**src/rtl/tx_channel_arbiter_if.sv**
```systemverilog
// Beat-level valid/ready stream bundle shared by the aw, ar and tx sides
// of the transmit channel arbiter.
interface tx_channel_arbiter_if #(
    parameter int DATA_WIDTH = 16
);
    logic [DATA_WIDTH*8-1:0] data;
    logic [DATA_WIDTH-1:0]   keep;
    logic                    last;
    logic [3:0]              connection_id;
    logic [12:0]             byte_num;
    logic                    valid;
    logic                    ready;

    modport master (
        output data, keep, last, connection_id, byte_num, valid,
        input  ready
    );

    modport slave (
        input  data, keep, last, connection_id, byte_num, valid,
        output ready
    );
endinterface

```
**src/rtl/tx_channel_arbiter.sv**
```systemverilog
// Packet-granular round-robin merge of the aw and ar streams onto a single
// registered tx stream; a packet holds the grant until its last beat.
module tx_channel_arbiter #(
    parameter int DATA_WIDTH = 16
) (
    input  logic                 clk,
    input  logic                 reset,
    tx_channel_arbiter_if.slave  aw_channel,
    tx_channel_arbiter_if.slave  ar_channel,
    tx_channel_arbiter_if.master tx,
    output logic                 tx_src
);

    typedef enum logic [1:0] {
        IDLE,
        AW_PKT,
        AR_PKT
    } state_e;

    state_e state_q, state_d;

    // 1: ar owned the previous packet, so aw wins the next tie
    logic rr_q, rr_d;

    logic                    valid_q, valid_d;
    logic [DATA_WIDTH*8-1:0] data_q, data_d;
    logic [DATA_WIDTH-1:0]   keep_q, keep_d;
    logic                    last_q, last_d;
    logic [3:0]              cid_q, cid_d;
    logic [12:0]             bnum_q, bnum_d;
    logic                    src_q, src_d;

    logic gnt_aw, gnt_ar;
    logic load_en;
    logic acc_aw, acc_ar, acc, acc_last;

    always_comb begin
        gnt_aw = 1'b0;
        gnt_ar = 1'b0;
        unique case (state_q)
            IDLE: begin
                if (aw_channel.valid && (!ar_channel.valid || rr_q))
                    gnt_aw = 1'b1;
                else if (ar_channel.valid)
                    gnt_ar = 1'b1;
            end
            AW_PKT:  gnt_aw = 1'b1;
            AR_PKT:  gnt_ar = 1'b1;
            default: ;
        endcase
    end

    assign load_en = !valid_q || tx.ready;

    assign aw_channel.ready = load_en && gnt_aw && !reset;
    assign ar_channel.ready = load_en && gnt_ar && !reset;

    assign acc_aw   = aw_channel.valid && aw_channel.ready;
    assign acc_ar   = ar_channel.valid && ar_channel.ready;
    assign acc      = acc_aw || acc_ar;
    assign acc_last = acc_ar ? ar_channel.last : aw_channel.last;

    always_comb begin
        state_d = state_q;
        rr_d    = rr_q;
        if (acc) begin
            if (acc_last) begin
                state_d = IDLE;
                rr_d    = acc_ar;
            end else begin
                state_d = acc_ar ? AR_PKT : AW_PKT;
            end
        end
    end

    always_comb begin
        valid_d = valid_q;
        data_d  = data_q;
        keep_d  = keep_q;
        last_d  = last_q;
        cid_d   = cid_q;
        bnum_d  = bnum_q;
        src_d   = src_q;
        if (load_en) begin
            valid_d = acc;
            if (acc) begin
                data_d = acc_ar ? ar_channel.data : aw_channel.data;
                keep_d = acc_ar ? ar_channel.keep : aw_channel.keep;
                last_d = acc_last;
                cid_d  = acc_ar ? ar_channel.connection_id
                                : aw_channel.connection_id;
                bnum_d = acc_ar ? ar_channel.byte_num
                                : aw_channel.byte_num;
                src_d  = acc_ar;
            end
        end
    end

    always_ff @(posedge clk or posedge reset) begin
        if (reset) begin
            state_q <= IDLE;
            rr_q    <= 1'b1;
            valid_q <= 1'b0;
            data_q  <= '0;
            keep_q  <= '0;
            last_q  <= 1'b0;
            cid_q   <= '0;
            bnum_q  <= '0;
            src_q   <= 1'b0;
        end else begin
            state_q <= state_d;
            rr_q    <= rr_d;
            valid_q <= valid_d;
            data_q  <= data_d;
            keep_q  <= keep_d;
            last_q  <= last_d;
            cid_q   <= cid_d;
            bnum_q  <= bnum_d;
            src_q   <= src_d;
        end
    end

    assign tx.valid         = valid_q;
    assign tx.data          = data_q;
    assign tx.keep          = keep_q;
    assign tx.last          = last_q;
    assign tx.connection_id = cid_q;
    assign tx.byte_num      = bnum_q;
    assign tx_src           = src_q;

endmodule
```
**src/flat_wrapper.sv**
```systemverilog
// flat-port wrapper written by rule: the top's interface ports become plain ports
module tx_channel_arbiter_flat 
#(
    parameter int DATA_WIDTH = 16
)
  (clk, reset, tx_src, aw_channel_data, aw_channel_keep, aw_channel_last, aw_channel_connection_id, aw_channel_byte_num, aw_channel_valid, aw_channel_ready, ar_channel_data, ar_channel_keep, ar_channel_last, ar_channel_connection_id, ar_channel_byte_num, ar_channel_valid, ar_channel_ready, tx_data, tx_keep, tx_last, tx_connection_id, tx_byte_num, tx_valid, tx_ready);
  tx_channel_arbiter_if #(.DATA_WIDTH(DATA_WIDTH)) aw_channel_i ();
  tx_channel_arbiter_if #(.DATA_WIDTH(DATA_WIDTH)) ar_channel_i ();
  tx_channel_arbiter_if #(.DATA_WIDTH(DATA_WIDTH)) tx_i ();
  input  logic clk;
  input  logic reset;
  output logic tx_src;
  input wire logic [$bits(aw_channel_i.data)-1:0] aw_channel_data;
  input wire logic [$bits(aw_channel_i.keep)-1:0] aw_channel_keep;
  input wire logic [$bits(aw_channel_i.last)-1:0] aw_channel_last;
  input wire logic [$bits(aw_channel_i.connection_id)-1:0] aw_channel_connection_id;
  input wire logic [$bits(aw_channel_i.byte_num)-1:0] aw_channel_byte_num;
  input wire logic [$bits(aw_channel_i.valid)-1:0] aw_channel_valid;
  output wire logic [$bits(aw_channel_i.ready)-1:0] aw_channel_ready;
  input wire logic [$bits(ar_channel_i.data)-1:0] ar_channel_data;
  input wire logic [$bits(ar_channel_i.keep)-1:0] ar_channel_keep;
  input wire logic [$bits(ar_channel_i.last)-1:0] ar_channel_last;
  input wire logic [$bits(ar_channel_i.connection_id)-1:0] ar_channel_connection_id;
  input wire logic [$bits(ar_channel_i.byte_num)-1:0] ar_channel_byte_num;
  input wire logic [$bits(ar_channel_i.valid)-1:0] ar_channel_valid;
  output wire logic [$bits(ar_channel_i.ready)-1:0] ar_channel_ready;
  output wire logic [$bits(tx_i.data)-1:0] tx_data;
  output wire logic [$bits(tx_i.keep)-1:0] tx_keep;
  output wire logic [$bits(tx_i.last)-1:0] tx_last;
  output wire logic [$bits(tx_i.connection_id)-1:0] tx_connection_id;
  output wire logic [$bits(tx_i.byte_num)-1:0] tx_byte_num;
  output wire logic [$bits(tx_i.valid)-1:0] tx_valid;
  input wire logic [$bits(tx_i.ready)-1:0] tx_ready;
  assign aw_channel_i.data = aw_channel_data;
  assign aw_channel_i.keep = aw_channel_keep;
  assign aw_channel_i.last = aw_channel_last;
  assign aw_channel_i.connection_id = aw_channel_connection_id;
  assign aw_channel_i.byte_num = aw_channel_byte_num;
  assign aw_channel_i.valid = aw_channel_valid;
  assign aw_channel_ready = aw_channel_i.ready;
  assign ar_channel_i.data = ar_channel_data;
  assign ar_channel_i.keep = ar_channel_keep;
  assign ar_channel_i.last = ar_channel_last;
  assign ar_channel_i.connection_id = ar_channel_connection_id;
  assign ar_channel_i.byte_num = ar_channel_byte_num;
  assign ar_channel_i.valid = ar_channel_valid;
  assign ar_channel_ready = ar_channel_i.ready;
  assign tx_data = tx_i.data;
  assign tx_keep = tx_i.keep;
  assign tx_last = tx_i.last;
  assign tx_connection_id = tx_i.connection_id;
  assign tx_byte_num = tx_i.byte_num;
  assign tx_valid = tx_i.valid;
  assign tx_i.ready = tx_ready;
  tx_channel_arbiter #(.DATA_WIDTH(DATA_WIDTH)) u_core (.clk(clk), .reset(reset), .aw_channel(aw_channel_i), .ar_channel(ar_channel_i), .tx(tx_i), .tx_src(tx_src));
endmodule
```
**config.mk**
```make
export PLATFORM = sky130hd
export DESIGN_NAME = tx_channel_arbiter_flat
export DESIGN_NICKNAME = d
export VERILOG_FILES = /design/src/rtl/tx_channel_arbiter_if.sv /design/src/rtl/tx_channel_arbiter.sv /design/src/flat_wrapper.sv
export SDC_FILE = /design/constraint.sdc
export NUM_CORES = 1
export LEC_CHECK = 0
export CAP_MARGIN = 20
export CORE_AREA = 2 2 191 193
export CTS_BUF_LIST = sky130_fd_sc_hd__clkbuf_16
export DETAILED_ROUTE_END_ITERATION = 8
export DIE_AREA = 0 0 193 195
export GPL_TIMING_DRIVEN = 0
export PLACE_DENSITY = 0.57
export SLEW_MARGIN = 20
export SYNTH_ARGS = -nofsm -noshare
export SYNTH_HDL_FRONTEND = slang
export SYNTH_SLANG_ARGS = --single-unit
```
**constraint.sdc**
```tcl
create_clock -name clk -period 5.1 [get_ports clk]
set_input_delay 0.51 -clock clk [delete_from_list [all_inputs] [get_ports clk]]
set_output_delay 0.51 -clock clk [all_outputs]
set_load 0.05 [all_outputs]
```
### Yosys cells after proc, flatten, opt, wreduce, memory -nomap -nowiden

Index checks and enable logic that the tools add are counted.

* flip-flop bits (word level): 167
* bits in latches: 0
* RAM bits: 0
* ROM bits: 0
* input port bits: 329
* output and inout bits: 166
* word-level logic and storage cells: 39
* memories: 0

* add/sub/neg operators: 0
* multipliers: 0
* divide/modulo/power cells: 0
* magnitude comparators: 0
* equality and inequality tests: 2
* shifts and indexed selects: 0
* mux-type cells: 12
* bitwise operators: 0
* reductions and logical operators: 16

Operators by type and width (number)
* 128-bit two-way mux: 1
* 16-bit two-way mux: 1
* 13-bit two-way mux: 1
* 1-bit logical AND: 7
* 1-bit two-way mux: 4
* 2-bit two-way mux: 2
* 4-bit two-way mux: 1
* 1-bit case mux with 2 select lines: 2
* 2-bit AND reduction: 2
* 1-bit zero test: 3
* 1-bit logical OR: 3
* 2-bit by 1-bit equality test with 1-bit output, second input constant: 1
* 2-bit equality test, second input constant: 1
* 2-bit zero test: 1

### Logic depth before layout (Yosys ltp)

Gate-level depths: netlist of run 1.

* depth after elaboration: 10
* mapped depth: 7
* depth with buffers taken out: 4

### Worst setup path before layout of run 1

Ideal clock, no wire load.

* path kind: input to register
* start point: input port reset
* end point: register u_core.state_q[1]
* library setup time: 119 ps
* arrival time: 5156 ps
* required time: 4981 ps
* slack: -174 ps
* stages on the path: 6
* buffers on the path: 2
* cells stage by stage: inv_1 and4_1 buf_2 buf_2 nand2_1 o21a_1

* word-level cells in the longest chain between the ends: 5
* elaborated cells between the ends (all ways): 9
* classes of those cells: mux (3); reduce/logical (6)

Ends and longest elaborated chain
* start, declared: line flat_wrapper.sv:11 `input logic reset;`
* 1-bit zero test (*): line tx_channel_arbiter.sv:55, tx_channel_arbiter.sv:56
* 1-bit logical AND: line tx_channel_arbiter.sv:56 `assign ar_channel.ready = load_en && gnt_ar && !reset;`
* 1-bit logical AND: line tx_channel_arbiter.sv:59 `assign acc_ar = ar_channel.valid && ar_channel.ready;`
* 2-bit two-way mux or 1-bit two-way mux (tied branches): line tx_channel_arbiter.sv:71, tx_channel_arbiter.sv:61
* 2-bit two-way mux: line tx_channel_arbiter.sv:67 `if (acc_last) begin`
* end signal, assigned: line tx_channel_arbiter.sv:111 `state_q <= state_d;`
* end, declared: line tx_channel_arbiter.sv:20 `state_e state_q, state_d;`

Every way passes the cells marked *; elsewhere a longest branch is shown, timed or not.
A chain may end at the register's enable or synchronous reset.

### Worst setup path in the final report of run 1

* start point: input port reset
* end point: register u_core.data_q[122] (netlist: u_core.tx.data[122])

* word-level cells in the longest chain between the ends: 5
* elaborated cells between the ends (all ways): 8
* classes of those cells: mux (1); reduce/logical (7)

Ends and longest elaborated chain
* 1-bit zero test (*): line tx_channel_arbiter.sv:55, tx_channel_arbiter.sv:56
* 1-bit logical AND, on equally long branches: line tx_channel_arbiter.sv:55, tx_channel_arbiter.sv:56
* 1-bit logical AND, on equally long branches: line tx_channel_arbiter.sv:58, tx_channel_arbiter.sv:59
* 1-bit logical OR: line tx_channel_arbiter.sv:60 `assign acc = acc_aw || acc_ar;`
* 2-bit AND reduction (no source line)
* end signal, assigned: line tx_channel_arbiter.sv:114 `data_q <= data_d;`
* end, declared: line tx_channel_arbiter.sv:26 `logic [DATA_WIDTH*8-1:0] data_q, data_d;`

Marks and branches as above.

==> results.json, run 1 <==
{
  "status": "complete, no violations",
  "die_w_um": 193,
  "clockBufferDepth": 2,
  "clkLatencyLatePin_ns": 0.44,
  "areaGrowthSynthToFinish_pct": 81.3,
  "gr-total-overflow": 0,
  "cp_cell_sequence": "clkdlybuf4s50_1 -> clkinvlp_4 -> nand4_1 -> buf_2 -> clkbuf_1 -> nand2_1 -> a21oi_1",
  "fmax_ghz": 0.339,
  "slowest_stage": "clkdlybuf4s50_1",
  "fin_ws_ns": 2.15,
  "cts_sinks": 167,
  "fillers": 3618,
  "drive_gt1_share_pct": 7.89,
  "antenna_found_initial": 0,
  "htree_num_levels": 4,
  "worstSetupPathType": "primary input to flip-flop",
  "via_per_inst": 4.43,
  "power.density_nw_per_um2": 651,
  "grt_pass1_wl_mm": 51.5,
  "hold_path.class": "flip-flop to flip-flop",
  "yosysSeqAreaShare_pct": 54.7,
  "wl_mm": 35.2,
  "maxCapViolCount": 0,
  "cts.hold.buffers_added": 0,
  "grt_max_degree": 30,
  "ant_nets": 0,
  "hpwl_mm": 27.2,
  "firstDrtPassIters": 4,
  "timing.hold.ws_ns": 0.479,
  "leakagePower_nw": 5.91,
  "syn-cell-area_um2": 7640,
  "dieArea_um2": 37600,
  "r2r_cells": 6,
  "cts.root.buffer_cell": "clkbuf_16",
  "hold_depth": 2,
  "drtIter0Drc": 298,
  "via_count": 8448,
  "syn_area_per_cell_um2": 8.38,
  "place_ws_ns": 1.55,
  "vdd_drop_max_mv": 0.330,
  "gp_congestion": 0.835,
  "setup_viol": 0,
  "cp-start-kind": "primary input",
  "slew_headroom_pct": 51.9,
  "cpPeakStageDelay_ns": 0.64,
  "synth-seq-cells": 167,
  "nets": 1760,
  "period_share_pct": 57.8,
  "die_h_um": 195,
  "hold_violations": 0,
  "finalClockSkew_ns": 0.0101,
  "crit_path_end_kind": "flip-flop",
  "ioPinCount": 495,
  "rows": 69,
  "grtUsageTotal_pct": 18.1,
  "synth_top_cell_area_share_pct": 54.3,
  "worstMarginPinSlew_ns": 0.721,
  "start_util_pct": 21.6,
  "crit_path_max_fanout": 24,
  "syn_inst": 912,
  "yosysWarnings": 0,
  "tritoncts": "done",
  "grt_pass1_vias": 8550,
  "period_needed_ns": 2.95,
  "drc": 0,
  "numPortBuffers": 494,
  "cts_inserted_buffers": 17,
  "cp_data_required_time_ns": 5.46,
  "cts.clk_slew.worst_paths_ns": 0.07,
  "core_um2": 35400,
  "antenna_cells": 0,
  "rsz0062_at_grt": "no",
  "report.final.slew_viol_count": 0,
  "synth_nets": 1241,
  "synth.distinct_cells": 25,
  "yosysTopAreaCell": "dfrtp_1",
  "worstPathArrival_ns": 3.31,
  "ctsResizeCount": 0,
  "post_cts_buffers": 0,
  "wl_per_cell_um": 18.5,
  "yosys-top-cells-area": "dfrtp_1 (54%), a21oi_1 (20%), nand2_1 (8.2%), nor2_1 (7.9%), buf_2 (2.9%)"
}
[Yosys cell counts]
cell type	count
buf_2	44
a211oi_1	1
buf_6	8
buf_4	4
a211o_1	1
nand3_1	2
inv_1	1
nor2_1	161
nor3_1	1
clkbuf_1	14
buf_1	2
dfrtp_1	166
nand4_1	1
o21a_1	1
dfstp_2	1
a22o_1	1
a21oi_2	20
a31oi_1	2
nand3b_1	1
nor2b_1	3
nand2b_1	4
and4_1	1
nand2_1	167
nor4_1	1
a21oi_1	304
[metal layers]
metal / vias up / GRT usage [%] / wire length, um
met5: - / 0 / 0
met4: 0 / 4.41 / 560
met3: 30 / 6.20 / 3190
met2: 367 / 31.0 / 17400
met1: 3968 / 21.8 / 14100
li1: 4083 / - / -
[state kept, by name (all words and copies together), names as in the netlist]
signal / count
u_core.rr_q: 1
u_core.tx.data: 128
u_core.state_q: 2
u_core.tx.keep: 16
u_core.tx.connection_id: 4
u_core.tx.last: 1
u_core.tx.valid: 1
u_core.tx.byte_num: 13
u_core.tx_src: 1
[metrics by stage]
stage / setup TNS, ns / std cells / cell area [um2] / utilization (%) / total power (W)
global route: 0 / 1905 / 13900 / 39.2 / 0.00950
CTS: 0 / 1905 / 13900 / 39.2 / 0.00912
detailed placement: 0 / 1873 / 13300 / 37.6 / 0.00779
floorplan: 0 / 912 / 7650 / - / 0.00568
finish: 0 / 1905 / 13900 / 39.2 / 0.00902
global placement: -247.30 / 1867 / 13200 / 37.2 / 0.00774
[worst max-delay path, delay by kind of cell]
| family | cells | cell delay [ns] |
|---|---|---|
| AO/OA/AOI/OAI | 1 | 0.15 |
| AND/OR/NAND/NOR | 2 | 0.40 |
| buffers and inverters | 4 | 2.21 |
[power breakdown]
| part | switching, W | internal (W) | leakage (nW) | total [W] |
|---|---|---|---|---|
| clock network | 0.000609 | 0.000674 | 0.258 | 0.00128 |
| registers | 0.000369 | 0.00197 | 1.84 | 0.00234 |
| logic | 0.00359 | 0.00181 | 3.82 | 0.00540 |
[cells by family after synthesis]
logic type,count (synthesis),share of synthesized area [%]
AOI/OAI and AO/OA,330,22.8
DFF,167,54.7
buffers and inverters,73,5.29
and+or+nand+nor,342,17.3
[placed cells by master (no fill, tap or decap), types with 6 or more instances in the layout]
cell,instances
a21oi_1,304
a21oi_2,20
buf_2,44
buf_6,8
clkbuf_1,14
clkbuf_16,17
clkdlybuf4s50_1,494
clkinvlp_4,6
dfrtp_1,166
nand2_1,167
nor2_1,161
[final cells by class]
cell class | count | area (um2) | share of cell area [%]
plain buffers | 72 | 400 | 2.89
clock buffers | 17 | 425 | 3.07
clock inverters | 15 | 129 | 0.930
inverters | 1 | 7.51 | 0.0542
multi-input cells | 672 | 3060 | 22.1
flip-flops and latches | 167 | 4180 | 30.2
well taps | 461 | 577 | 4.16
repair buffers | 500 | 5080 | 36.7
[worst paths after layout]
kind,start,endpoint,slack (ns)
setup / recovery,reset,u_core.tx.data[122]$_DFFE_PP0P_,2.15
hold / removal,u_core.tx_src$_DFFE_PP0P_,u_core.tx_src$_DFFE_PP0P_,0.48
setup reg to reg,u_core.rr_q$_DFFE_PP1P_,u_core.tx.data[122]$_DFFE_PP0P_,2.98
hold reg to reg,u_core.tx_src$_DFFE_PP0P_,u_core.tx_src$_DFFE_PP0P_,0.48
max in group asynchronous,reset,u_core.tx.data[103]$_DFFE_PP0P_,3.44
min in group asynchronous,reset,u_core.tx.data[43]$_DFFE_PP0P_,0.69
Note: power is estimated with default switching activity, not from simulation.
==> run 2, diff against run 1 <==
--- a/config.mk
+++ b/config.mk
@@ -11,7 +11,7 @@
 export DETAILED_ROUTE_END_ITERATION = 8
 export DIE_AREA = 0 0 193 195
 export GPL_TIMING_DRIVEN = 0
-export PLACE_DENSITY = 0.57
+export PLACE_DENSITY = 0.55
 export SLEW_MARGIN = 20
 export SYNTH_ARGS = -nofsm -noshare
 export SYNTH_HDL_FRONTEND = slang
==> constraint.sdc (replaced) <==
create_clock -name clk -period 3 [get_ports clk]
set_input_delay 0.3 -clock clk [delete_from_list [all_inputs] [get_ports clk]]
set_output_delay 0.3 -clock clk [all_outputs]
set_load 0.05 [all_outputs]
==> run 2 against run 1 <==
  * Power grew 71%
  * Via count grew 0.58%
  * Clock power grew 73%
  * Global-route usage grew 0.47 points
  * Flip-flop and latch count is the same
  * Final cell count is the same
  * Critical endpoint is now aw_channel_ready
  * Largest cell class unchanged
  * Largest power group unchanged
==> results.json, run 2 (synthesis results as in run 1) <==
{
  "start_util_pct": 21.6,
  "hpwl_mm": 27.8,
  "setup_viol": 0,
  "use_met2_pct": 31.9,
  "rsz0062_at_grt": "no",
  "wl_per_cell_um": 18.9,
  "via_per_inst": 4.46,
  "grt_max_degree": 31,
  "grt_use_met3_pct": 4.15,
  "firstDrtPassIters": 5,
  "clkLatencyLatePin_ns": 0.45,
  "period_needed_ns": 2.56,
  "placed_cells": 1873,
  "cp_num_buf_inv": 1,
  "final_cell_mix": "clkdlybuf4s50_1 (494), a21oi_1 (304), nand2_1 (167)",
  "mostFrequentLayoutCell": "clkdlybuf4s50_1",
  "wl_mm": 35.9,
  "timing.hold.ws_ns": 0.307,
  "worstPathArrival_ns": 2.26,
  "rows": 69,
  "antenna_found_initial": 0,
  "core_um2": 35400,
  "antenna_cells": 0,
  "cp-start-kind": "flip-flop",
  "tritoncts": "done",
  "worstMarginPinSlew_ns": 0.675,
  "power_w": 0.0154,
  "post-route-util_pct": 39.2,
  "drive_gt1_share_pct": 7.76,
  "fillers": 3642,
  "numPortBuffers": 494,
  "cpPeakStageDelay_ns": 0.86,
  "largest_reg_flops": 128,
  "worstSetupPathType": "flip-flop to primary output",
  "report.final.slew_viol_count": 0,
  "slew_headroom_pct": 55.0,
  "die_h_um": 195,
  "drtIter0Drc": 335,
  "power.density_nw_per_um2": 1110,
  "drc": 0,
  "htree_num_levels": 4,
  "vdd_drop_max_mv": 0.617,
  "ioPinCount": 495,
  "crit_path_end_kind": "primary output",
  "finalClockSkew_ns": 0.0120,
  "grtUsageTotal_pct": 18.6,
  "cts_sinks": 167,
  "top_usage_layer": "met2",
  "via_count": 8497,
  "fin_cells": 1905,
  "period_share_pct": 85.3,
  "ant_nets": 0,
  "status": "complete, no violations",
  "cts_inserted_buffers": 17,
  "fmax_ghz": 0.391,
  "post_cts_buffers": 0,
  "hold_path.class": "primary input to async pin",
  "grt_pass1_wl_mm": 52.3,
  "ctsResizeCount": 0,
  "gp_congestion": 0.904,
  "cts.hold.buffers_added": 0,
  "grt_pass1_vias": 8501,
  "cp_cell_sequence": "nor2b_1 -> nor3_1 -> nor2b_1 -> clkdlybuf4s50_1",
  "worst_path_most_repeated_cell": "nor2b_1",
  "clockBufferDepth": 2,
  "cts.clk_slew.worst_paths_ns": 0.07,
  "die_w_um": 193,
  "dieArea_um2": 37600,
  "cts.root.buffer_cell": "clkbuf_16",
  "cp_top_family": "buffers and inverters",
  "slowest_stage": "clkdlybuf4s50_1",
  "hold_violations": 0,
  "leakagePower_nw": 5.94,
  "cp_data_required_time_ns": 2.70,
  "areaGrowthSynthToFinish_pct": 81.5,
  "crit_path_max_fanout": 4,
  "globalRouteMet1Util_pct": 23.0,
  "maxCapViolCount": 0,
  "nets": 1760,
  "gr-total-overflow": 0
}
-- run 2: changes by cell type in the layout (fill, tap and decap cells not counted) --
cell        change
bufinv_16       +1
clkinv_4        +4
clkbuf_1        -1
buf_2           -1
buf_16          -1
inv_1           +2
buf_4           +1
clkinv_1        +1
inv_6           -4
clkinvlp_4      -4
buf_12          +1
clkbuf_8        +1
-- run 2: stage by stage --
step                setup slack (ns)  TNS, ns  area [um2]
floorplan                     -0.891  -143.58        7660
global placement               -3.52  -772.68       13200
detailed placement            0.0516        0       13300
CTS                            0.381        0       13900
global route                   0.289        0       13900
finish                         0.440        0       13900
-- run 2: cell type report --
cell class                      instances  area, um2  area share [%]
Timing Repair Buffer                  500       5070            36.6
Clock buffer                           17        425            3.07
Buffer                                 72        413            2.98
Clock inverter                         15        140            1.01
Tap cell                              461        577            4.16
Inverter                                1       7.51          0.0541
Sequential cell                       167       4180            30.1
Multi-Input combinational cell        672       3060            22.1
-- run 2: worst reg2reg max path: cells and delay by family, from the launching register on --
kind | cells | cell delay (ns)
AO/OA/AOI/OAI | 1 | 0.17
buffers and inverters | 2 | 0.77
flip-flops | 1 | 0.56
AND/OR/NAND/NOR | 3 | 0.45
-- run 2: report_power, final --
group	internal, W	switching, W	total [W]
Combinational	0.00308	0.00614	0.00922
Sequential	0.00335	0.000622	0.00397
Clock	0.00121	0.000991	0.00221
Total	0.00764	0.00776	0.0154
-- run 2: path summary, 6_finish.rpt --
kind | slack (ns) | cells after the start | start | endpoint
min in group clk | 0.39 | 3 | aw_channel_data[122] | u_core.tx.data[122]$_DFFE_PP0P_
hold reg to reg | 0.49 | 2 | u_core.tx_src$_DFFE_PP0P_ | u_core.tx_src$_DFFE_PP0P_
setup reg to reg | 0.96 | 6 | u_core.rr_q$_DFFE_PP1P_ | u_core.tx.data[112]$_DFFE_PP0P_
setup / recovery | 0.44 | 4 | u_core.tx.valid$_DFFE_PP0N_ | aw_channel_ready
hold / removal | 0.31 | 2 | reset | u_core.tx.data[51]$_DFFE_PP0P_
max in group asynchronous | 1.75 | 5 | reset | u_core.tx.data[18]$_DFFE_PP0P_
-- run 2: per-layer routing --
layer | share of wire [%] | up-vias
li1 | - | 4081
met1 | 41 | 4063
met2 | 50 | 310
met3 | 6.9 | 43
met4 | 2.2 | 0
met5 | 0 | -
